$ cat config.mk
export PLATFORM = sky130hd
export DESIGN_NAME = pc_sequencer
export DESIGN_NICKNAME = d
export VERILOG_FILES = /design/src/rtl/pc_sequencer_pkg.sv /design/src/rtl/pc_sequencer.sv
export SDC_FILE = /design/constraint.sdc
export NUM_CORES = 1
export LEC_CHECK = 0
export CORE_MARGIN = 1
export CORE_UTILIZATION = 30
export DETAILED_ROUTE_END_ITERATION = 10
export GPL_TIMING_DRIVEN = 0
export PLACE_DENSITY = 0.64
export SYNTH_ARGS = -nofsm -noshare
export SYNTH_HDL_FRONTEND = slang
export SYNTH_SLANG_ARGS = --single-unit
$ cat constraint.sdc
create_clock -name clock -period 7.2 [get_ports clock]
set_input_delay 1.08 -clock clock [delete_from_list [all_inputs] [get_ports clock]]
set_output_delay 1.08 -clock clock [all_outputs]
set_load 0.05 [all_outputs]
$ cat src/rtl/pc_sequencer_pkg.sv
// Shared fetch-pipeline types and constants for the PC sequencer.
package pc_sequencer_pkg;

   localparam int          XLEN   = 32;
   localparam logic [31:0] PC_INC = 32'd4;

   typedef enum logic [1:0] {
      BOOT   = 2'd0,
      RUN    = 2'd1,
      DRAIN  = 2'd2,
      HALTED = 2'd3
   } pcseq_state_t;

endpackage

$ cat src/rtl/pc_sequencer.sv
// Fetch-side PC controller: next-pc mux, flush strobes, boot and drain-then-halt sequencing.
// Optional trap/mret path enabled by defining PCSEQ_TRAP_EN.
//
// state  | meaning
// BOOT   | one cycle after reset, load RESET_VECTOR, flush IF/ID and ID/EX
// RUN    | normal fetch: branch > jump > stall > sequential
// DRAIN  | fetch stopped, let in-flight instructions retire for DRAIN_CYCLES
// HALTED | fetch stopped until resume with halt_req low
module pc_sequencer
   import pc_sequencer_pkg::*;
#(
   parameter logic [XLEN-1:0] RESET_VECTOR = 32'h0000_0000,
   parameter int              DRAIN_CYCLES = 4
`ifdef PCSEQ_TRAP_EN
   ,
   parameter logic [XLEN-1:0] TRAP_VECTOR  = 32'h0000_0100
`endif
) (
   input  logic            clock,
   input  logic            reset,
   input  logic [XLEN-1:0] pc,
   input  logic            stall,
   input  logic            jump_valid,
   input  logic [XLEN-1:0] jump_target,
   input  logic            branch_taken,
   input  logic [XLEN-1:0] branch_target,
   input  logic            halt_req,
   input  logic            resume,
`ifdef PCSEQ_TRAP_EN
   input  logic            trap_req,
   input  logic [XLEN-1:0] trap_pc,
   input  logic            mret,
   output logic [XLEN-1:0] mepc,
`endif
   output logic [XLEN-1:0] next_pc,
   output logic            pc_en,
   output logic            if_id_flush,
   output logic            id_ex_flush,
   output logic            halted
);

   localparam int CNT_W = (DRAIN_CYCLES > 1) ? $clog2(DRAIN_CYCLES) : 1;
   localparam logic [CNT_W-1:0] CNT_LAST = CNT_W'(DRAIN_CYCLES - 1);

   pcseq_state_t    state, state_nxt;
   logic [CNT_W-1:0] drain_cnt, drain_cnt_nxt;
   logic [XLEN-1:0] resume_pc, resume_pc_nxt;
`ifdef PCSEQ_TRAP_EN
   logic [XLEN-1:0] mepc_nxt;
   logic            misaligned;
`endif

   always_ff @(posedge clock) begin
      if (reset) begin
         state     <= BOOT;
         drain_cnt <= '0;
         resume_pc <= RESET_VECTOR;
         halted    <= 1'b0;
`ifdef PCSEQ_TRAP_EN
         mepc      <= '0;
`endif
      end else begin
         state     <= state_nxt;
         drain_cnt <= drain_cnt_nxt;
         resume_pc <= resume_pc_nxt;
         halted    <= (state_nxt == HALTED);
`ifdef PCSEQ_TRAP_EN
         mepc      <= mepc_nxt;
`endif
      end
   end

   always_comb begin
      state_nxt     = state;
      drain_cnt_nxt = drain_cnt;
      resume_pc_nxt = resume_pc;
      next_pc       = pc;
      pc_en         = 1'b0;
      if_id_flush   = 1'b0;
      id_ex_flush   = 1'b0;
`ifdef PCSEQ_TRAP_EN
      mepc_nxt      = mepc;
      misaligned    = 1'b0;
`endif
      case (state)
         BOOT: begin
            next_pc     = RESET_VECTOR;
            pc_en       = 1'b1;
            if_id_flush = 1'b1;
            id_ex_flush = 1'b1;
            state_nxt   = RUN;
         end
         RUN: begin
            if (branch_taken) begin
               next_pc     = branch_target;
               pc_en       = 1'b1;
               if_id_flush = 1'b1;
               id_ex_flush = 1'b1;
            end else if (jump_valid && !stall) begin
               next_pc     = jump_target;
               pc_en       = 1'b1;
               if_id_flush = 1'b1;
            end else if (stall) begin
               next_pc = pc;
            end else begin
               next_pc = pc + PC_INC;
               pc_en   = 1'b1;
            end
            // Halting captures this cycle's target instead of fetching it.
            if (halt_req) begin
               resume_pc_nxt = next_pc;
               pc_en         = 1'b0;
               if_id_flush   = 1'b1;
               drain_cnt_nxt = '0;
               state_nxt     = DRAIN;
            end
         end
         DRAIN: begin
            if_id_flush = 1'b1;
            if (branch_taken) begin
               resume_pc_nxt = branch_target;
               id_ex_flush   = 1'b1;
            end
            if (drain_cnt == CNT_LAST) begin
               state_nxt = HALTED;
            end else begin
               drain_cnt_nxt = drain_cnt + 1'b1;
            end
         end
         HALTED: begin
            if (resume && !halt_req) begin
               next_pc   = resume_pc;
               pc_en     = 1'b1;
               state_nxt = RUN;
            end
         end
         default: state_nxt = BOOT;
      endcase
`ifdef PCSEQ_TRAP_EN
      if (state == RUN || state == DRAIN) begin
         misaligned = (branch_taken && (branch_target[1:0] != 2'b00)) ||
                      ((state == RUN) && !branch_taken && jump_valid && !stall &&
                       (jump_target[1:0] != 2'b00));
         if (trap_req || misaligned) begin
            mepc_nxt      = trap_req ? trap_pc : pc;
            next_pc       = TRAP_VECTOR;
            pc_en         = 1'b1;
            if_id_flush   = 1'b1;
            id_ex_flush   = 1'b1;
            resume_pc_nxt = resume_pc;
            drain_cnt_nxt = '0;
            state_nxt     = RUN;
         end else if (mret) begin
            next_pc       = mepc;
            pc_en         = 1'b1;
            if_id_flush   = 1'b1;
            id_ex_flush   = 1'b1;
            resume_pc_nxt = resume_pc;
            drain_cnt_nxt = '0;
            state_nxt     = RUN;
         end
      end
`endif
   end

endmodule

==> results.md, run 1 <==
- Setup CP Type: input pin to output pin
- DIE AREA: 13300 sq um
- Finish-stage setup viols: 0
- Crit path max fanout: 10
- Crit. End Element: output pin
- Port bufs: 137
- Die X: 115 um
- GR Util met3: 0.0538
- DR DRC count: 0
- Diode count: 0
- Top cell type's share of synthesized area: 0.193
- Fmax: 180 MHz
- Ys Warns: 0
- Power per cell area: 154 nW/um^2
- WHS: 0.502 ns
- Via count: 5331
- WL/cell: 21.3 um
- Post-CTS Hold Buffers: 0
- Synthesized flop and latch total: 37
- Post-Syn Area: 3840 sq um
- FP Rows: 40
- Clock skew: 0.00669 ns
- Antenna violations before repair: 0
- Dominant cell type by area after synthesis: dfxtp_1
- Ys async rst share: 0
- RSZ-0062 raised after global routing: false
- Fin. max-slew vios: 0
- Slew headroom: 0.389
- # Max-Cap Violations: 0
- Commonest non-fill, non-tap cells in the layout: clkdlybuf4s50_1 (137), nand2_1 (60), nor2_1 (50)
- Core box area: 12300 sq um
- Worst-path clk slew: 0.06 ns
- H-Tree Depth: 2
- Seq/Total Area, Yosys: 0.193
- DRT iter0 DRCs: 700
- Die height: 115 um
- Grt ovf: 0
- Initial Util: 0.313
- Vias in the first global route: 5124
- Crit path time final: 5.56 ns
- Area delta synth->final: 46.2%
- WP data arrival: 4.48 ns
- Syn avg cell area: 6.89 sq um
- Data required, critical path: 6.12 ns
- P_leak: 1.96 nW
- Routed wire length: 18.6 mm
- Worst slew pin tran: 0.891 ns
- Most common cell after layout, fill and taps aside: clkdlybuf4s50_1
- Layout cells sized above 1: 0.0413
- Number of synthesized flops with an enable pin: 0
- Clock sink total: 37
- Setup Buffers After CTS: 0
- GRT busiest layer: met2
- Final WS setup: 1.64 ns
- Clock tree buffer depth: 2
- Top cells by area, synth: dfxtp_1 (19%), mux2i_1 (6.8%), nand2_1 (5.9%)
- Synth Flop Type: dfxtp_1
- CTS Root Buffer Type: clkbuf_16
- Crit start category: input pin
- Num CTS Buffers: 5
- Clock Latency Late Sink: 0.29 ns
- Syn Inst Count: 558
- WHS Path Cells: 2
- GR Util met2: 0.447
- CTS tree: done
- GR Util All Layers: 0.273
- Final net count: 811
- IO Pins: 139
- Count of unique library cells instantiated by Yosys: 57
- Post-detail-place hpwl: 13.7 mm
- Hold Crit Class: register to register
- Fillers: 1261
- ANT nets after route: 0
- Worst r2r path cells: 8
- CTS resizes: 0
- DRT Pass-1 Iters: 5
- Met1 Usage GRT: 0.348
- Pre-CTS WS: 1.27 ns
- Setup TNS: 0 ns
- First-pass GRT wire length: 27.6 mm
- Final Hold Fails: 0
- Final GP Congestion: 0.955
- Period utilisation layout: 0.773
- Largest net degree at the start of global routing: 13
- DR vias/cell: 6.12
- Worst VDD drop: 83.8 uV
- Result of the run: completed
- Synth Net Count: 667
[final timing paths]
| path | start | endpoint | slack, ns |
|---|---|---|---|
| max | branch_taken | next_pc[11] | 1.64 |
| min reg2reg | resume_pc[3] | resume_pc[3] | 0.50 |
| max reg2reg | state[1] | resume_pc[31] | 4.27 |
| min | resume_pc[3] | resume_pc[3] | 0.50 |
[critical path: stages]
cell and delay, ns:
clkdlybuf4s50_1 0.57, clkbuf_1 0.39, buf_1 0.50, clkbuf_1 0.55, nor3_1 0.13, o32ai_1 0.39
clkdlybuf4s50_1 0.88
[kinds of logic after synthesis]
logic type,synth area share
simple gates,0.302
compound gates,0.318
buf+inv,0.0583
flops,0.193
mux,0.0795
xor+xnor,0.0296
fa+ha+maj,0.0195
[flip-flops by register name (all words and copies together) (netlist names)]
name       flops
drain_cnt      2
resume_pc     32
state          2
halted         1
[synth_stat cells, drive strengths merged, types with 7 or more instances]
master	instances
dfxtp	37
o21ai	36
mux2i	26
nand4	14
nor3	22
inv	7
a21oi	38
xnor2	10
nand2	60
nand2b	12
nor2	50
o22ai	29
nand3	14
or3	13
a31oi	14
o31ai	9
buf	11
a211oi	19
clkbuf	38
nor4	11
[area by class of cell]
| type | instances | area, sq um | area share |
|---|---|---|---|
| plain buffers | 49 | 198 | 0.0352 |
| clock buffers | 5 | 125 | 0.0223 |
| clock inverters | 3 | 65.1 | 0.0116 |
| inverters | 7 | 26.3 | 0.00468 |
| multi-input cells | 465 | 2880 | 0.513 |
| flip-flops and latches | 37 | 741 | 0.132 |
| well taps | 168 | 210 | 0.0374 |
| repair buffers | 137 | 1370 | 0.244 |
[layer usage]
metal | routed length [um] | vias to the layer above
met5 | 0 | -
met4 | 693 | 0
met3 | 2010 | 69
met2 | 8420 | 379
met1 | 7430 | 2475
li1 | - | 2408
[where the power goes]
group	switching (mW)	internal, mW
clock network	0.0950	0.198
logic	0.206	0.137
registers	0.00821	0.219
total	0.309	0.554
[through the flow]
stage	power [mW]	std cells	utilization	cell area [sq um]
2_1_floorplan	0.414	558	-	3840
3_3_place_gp	0.561	863	0.442	5420
3_5_place_dp	0.565	863	0.442	5420
4_1_cts	0.859	871	0.458	5610
5_1_grt	0.890	871	0.458	5620
6_report	0.863	871	0.458	5620
Note: power is estimated with default switching activity, not from simulation.
==> inputs of run 2 (changes only) <==
==> constraint.sdc (replaced) <==
create_clock -name clock -period 5.2 [get_ports clock]
set_input_delay 0.78 -clock clock [delete_from_list [all_inputs] [get_ports clock]]
set_output_delay 0.78 -clock clock [all_outputs]
set_load 0.05 [all_outputs]
==> results of run 2 <==
Same layout as run 1 (identical final DEF). Status: completed.
Among the figures that moved: setup slack after placement 1.27 ns -> -0.129 ns; number of gates resized after CTS 0 -> 1; setup slack after layout 1.64 ns -> 0.236 ns; register-to-register setup slack 4.27 ns -> 2.27 ns; total power 0.863 mW -> 1.20 mW; worst IR drop on VDD 83.8 uV -> 116 uV
==> inputs of run 3 (changes only) <==
--- a/config.mk
+++ b/config.mk
@@ -6,10 +6,10 @@
 export NUM_CORES = 1
 export LEC_CHECK = 0
 export CORE_MARGIN = 1
-export CORE_UTILIZATION = 30
+export CORE_UTILIZATION = 46
 export DETAILED_ROUTE_END_ITERATION = 10
 export GPL_TIMING_DRIVEN = 0
-export PLACE_DENSITY = 0.64
+export PLACE_DENSITY = 0.88
 export SYNTH_ARGS = -nofsm -noshare
 export SYNTH_HDL_FRONTEND = slang
 export SYNTH_SLANG_ARGS = --single-unit
==> run 3 against run 2 <==
Effect of this change:
- final cell count shrank 7.6%
- non-clock buffer count is the same
- critical path type unchanged
- combinational power is essentially flat
- sequential power is essentially flat
- worst setup slack gained 0.011 ns
- register-to-register slack lost 0.02 ns
- worst hold slack gained 0.022 ns
- die area shrank 34%
- largest power group unchanged
- the flow now finishes with violations (DRC)
- highest routed layer unchanged
- total power shrank 11%
==> results.md, run 3 (synthesis results as in run 1) <==
- Worst-path clk slew: 0.08 ns
- Crit. End Element: output pin
- Multi-input gate area: 2880 sq um
- FF-to-FF setup slack: 2.25 ns
- FP Rows: 32
- Crit start category: input pin
- Period utilisation layout: 0.952
- Antenna violations before repair: 0
- Finish-stage setup viols: 0
- CP bufs+invs: 5
- Max reg flops: 32
- WL/cell: 22.3 um
- Via count: 5450
- Setup CP Type: input pin to output pin
- Largest registers: resume_pc x32, drain_cnt x2, state x2
- CTS Root Buffer Type: clkbuf_8
- Crit path max-delay family: buffers and inverters
- # Max-Cap Violations: 0
- DIE AREA: 8720 sq um
- Area delta synth->final: 42.2%
- Pre-CTS WS: 0.0409 ns
- Clock tree buffer depth: 2
- Final GP Congestion: 1.05
- First-pass GRT wire length: 26.5 mm
- DRT iter0 DRCs: 699
- Final Hold Fails: 0
- Final net count: 811
- DR vias/cell: 6.77
- Critical path's slowest cell: clkdlybuf4s50_1
- CTS tree: done
- Data required, critical path: 4.42 ns
- Setup TNS: 0 ns
- DRT Pass-1 Iters: 10
- Crit path time final: 4.95 ns
- Routed wire length: 18.0 mm
- RSZ-0062 raised after global routing: false
- ANT nets after route: 0
- H-Tree Depth: 2
- Fillers: 676
- Worst slew pin tran: 0.914 ns
- Port bufs: 137
- Clock skew: 0.00647 ns
- Commonest non-fill, non-tap cells in the layout: clkdlybuf4s50_1 (137), nand2_1 (60), nor2_1 (50)
- Diode count: 0
- GR Util All Layers: 0.401
- Clock sink total: 37
- Most common cell after layout, fill and taps aside: clkdlybuf4s50_1
- Register area: 741 sq um
- Initial Util: 0.487
- Die height: 93.4 um
- Slowest stage delay, CP: 0.87 ns
- Inst Count DP: 797
- Core box area: 7890 sq um
- Clock Latency Late Sink: 0.30 ns
- Layout cells sized above 1: 0.0398
- Overall power: 1.07 mW
- Power per cell area: 196 nW/um^2
- Crit path max fanout: 10
- P_leak: 1.93 nW
- Final WS setup: 0.248 ns
- Worst VDD drop: 153 uV
- Most flops, register: resume_pc
- Worst-path cell chain: clkdlybuf4s50_1, clkbuf_1, buf_1, clkbuf_1, nor3_1, o32ai_1, clkdlybuf4s50_1
- DR DRC count: 1
- Fmax: 202 MHz
- Layout Cells excl Fill: 805
- Vias in the first global route: 5066
- Fin. max-slew vios: 0
- Largest net degree at the start of global routing: 12
- WP data arrival: 4.17 ns
- IO Pins: 139
- Result of the run: finished, violations left
- Hold Crit Class: register to register
- Grt ovf: 0
- Slew headroom: 0.373
- Failing checks: DRC
- Die X: 93.4 um
- Post-detail-place hpwl: 13.0 mm
- Num CTS Buffers: 5
==> run 3: changes by cell type in the layout (fill, tap and decap cells not counted), sizes merged <==
cell / delta
bufinv: -1
clkbuf: +2
clkinv: -1
==> run 3: tightest hold or removal path: stages (launching register included) <==
cell     delay (ns)
dfxtp_1        0.32
nor2_1         0.11
nor4_1         0.06
==> run 3: layout make-up <==
type | count | area share
multi-input combinational | 465 | 0.528
timing repair buffer | 137 | 0.251
sequential | 37 | 0.136
buffer | 49 | 0.0362
tap | 102 | 0.0234
clock buffer | 7 | 0.0158
clock inverter | 1 | 0.00550
inverter | 7 | 0.00481
==> run 3: worst paths after layout <==
path,start,endpoint,depth (start not counted)
setup / recovery,branch_taken,next_pc[11],7
hold reg to reg,resume_pc[19],resume_pc[19],2
hold / removal,resume_pc[19],resume_pc[19],2
setup reg to reg,state[1],resume_pc[7],8
==> run 3: per-layer routing <==
layer / wire (um) / part of all wire / global-route usage / vias up
met1: 6870 / 0.38 / 0.520 / 2511
li1: - / - / - / 2404
met2: 7890 / 0.44 / 0.621 / 468
met5: 0 / 0 / 0 / -
met4: 728 / 0.041 / 0.206 / 0
met3: 2480 / 0.14 / 0.0878 / 67
==> run 3: timing repair <==
item / 4_1_cts / 5_1_grt
setup buffers: 0 / 0
setup endpoints to repair: 0 / 9
resized for setup: 0 / 1
hold buffers: 0 / 0
==> run 3: report_power, final <==
part	switching (mW)	leakage [nW]	internal [mW]	total (mW)
Sequential	0.0110	0.303	0.303	0.314
Combinational	0.286	1.57	0.189	0.475
Clock	0.123	0.0585	0.157	0.280
Total	0.419	1.93	0.649	1.07
==> run 3: per-stage QoR <==
stage | util | hold slack, ns | area (sq um)
final | 0.693 | 0.523 | 5460
after global routing | 0.693 | 0.535 | 5460
after CTS | 0.692 | 0.513 | 5460
after detailed placement | 0.677 | 0.501 | 5340
after global placement | 0.677 | 0.477 | 5340
after floorplan | - | 0.468 | 3840
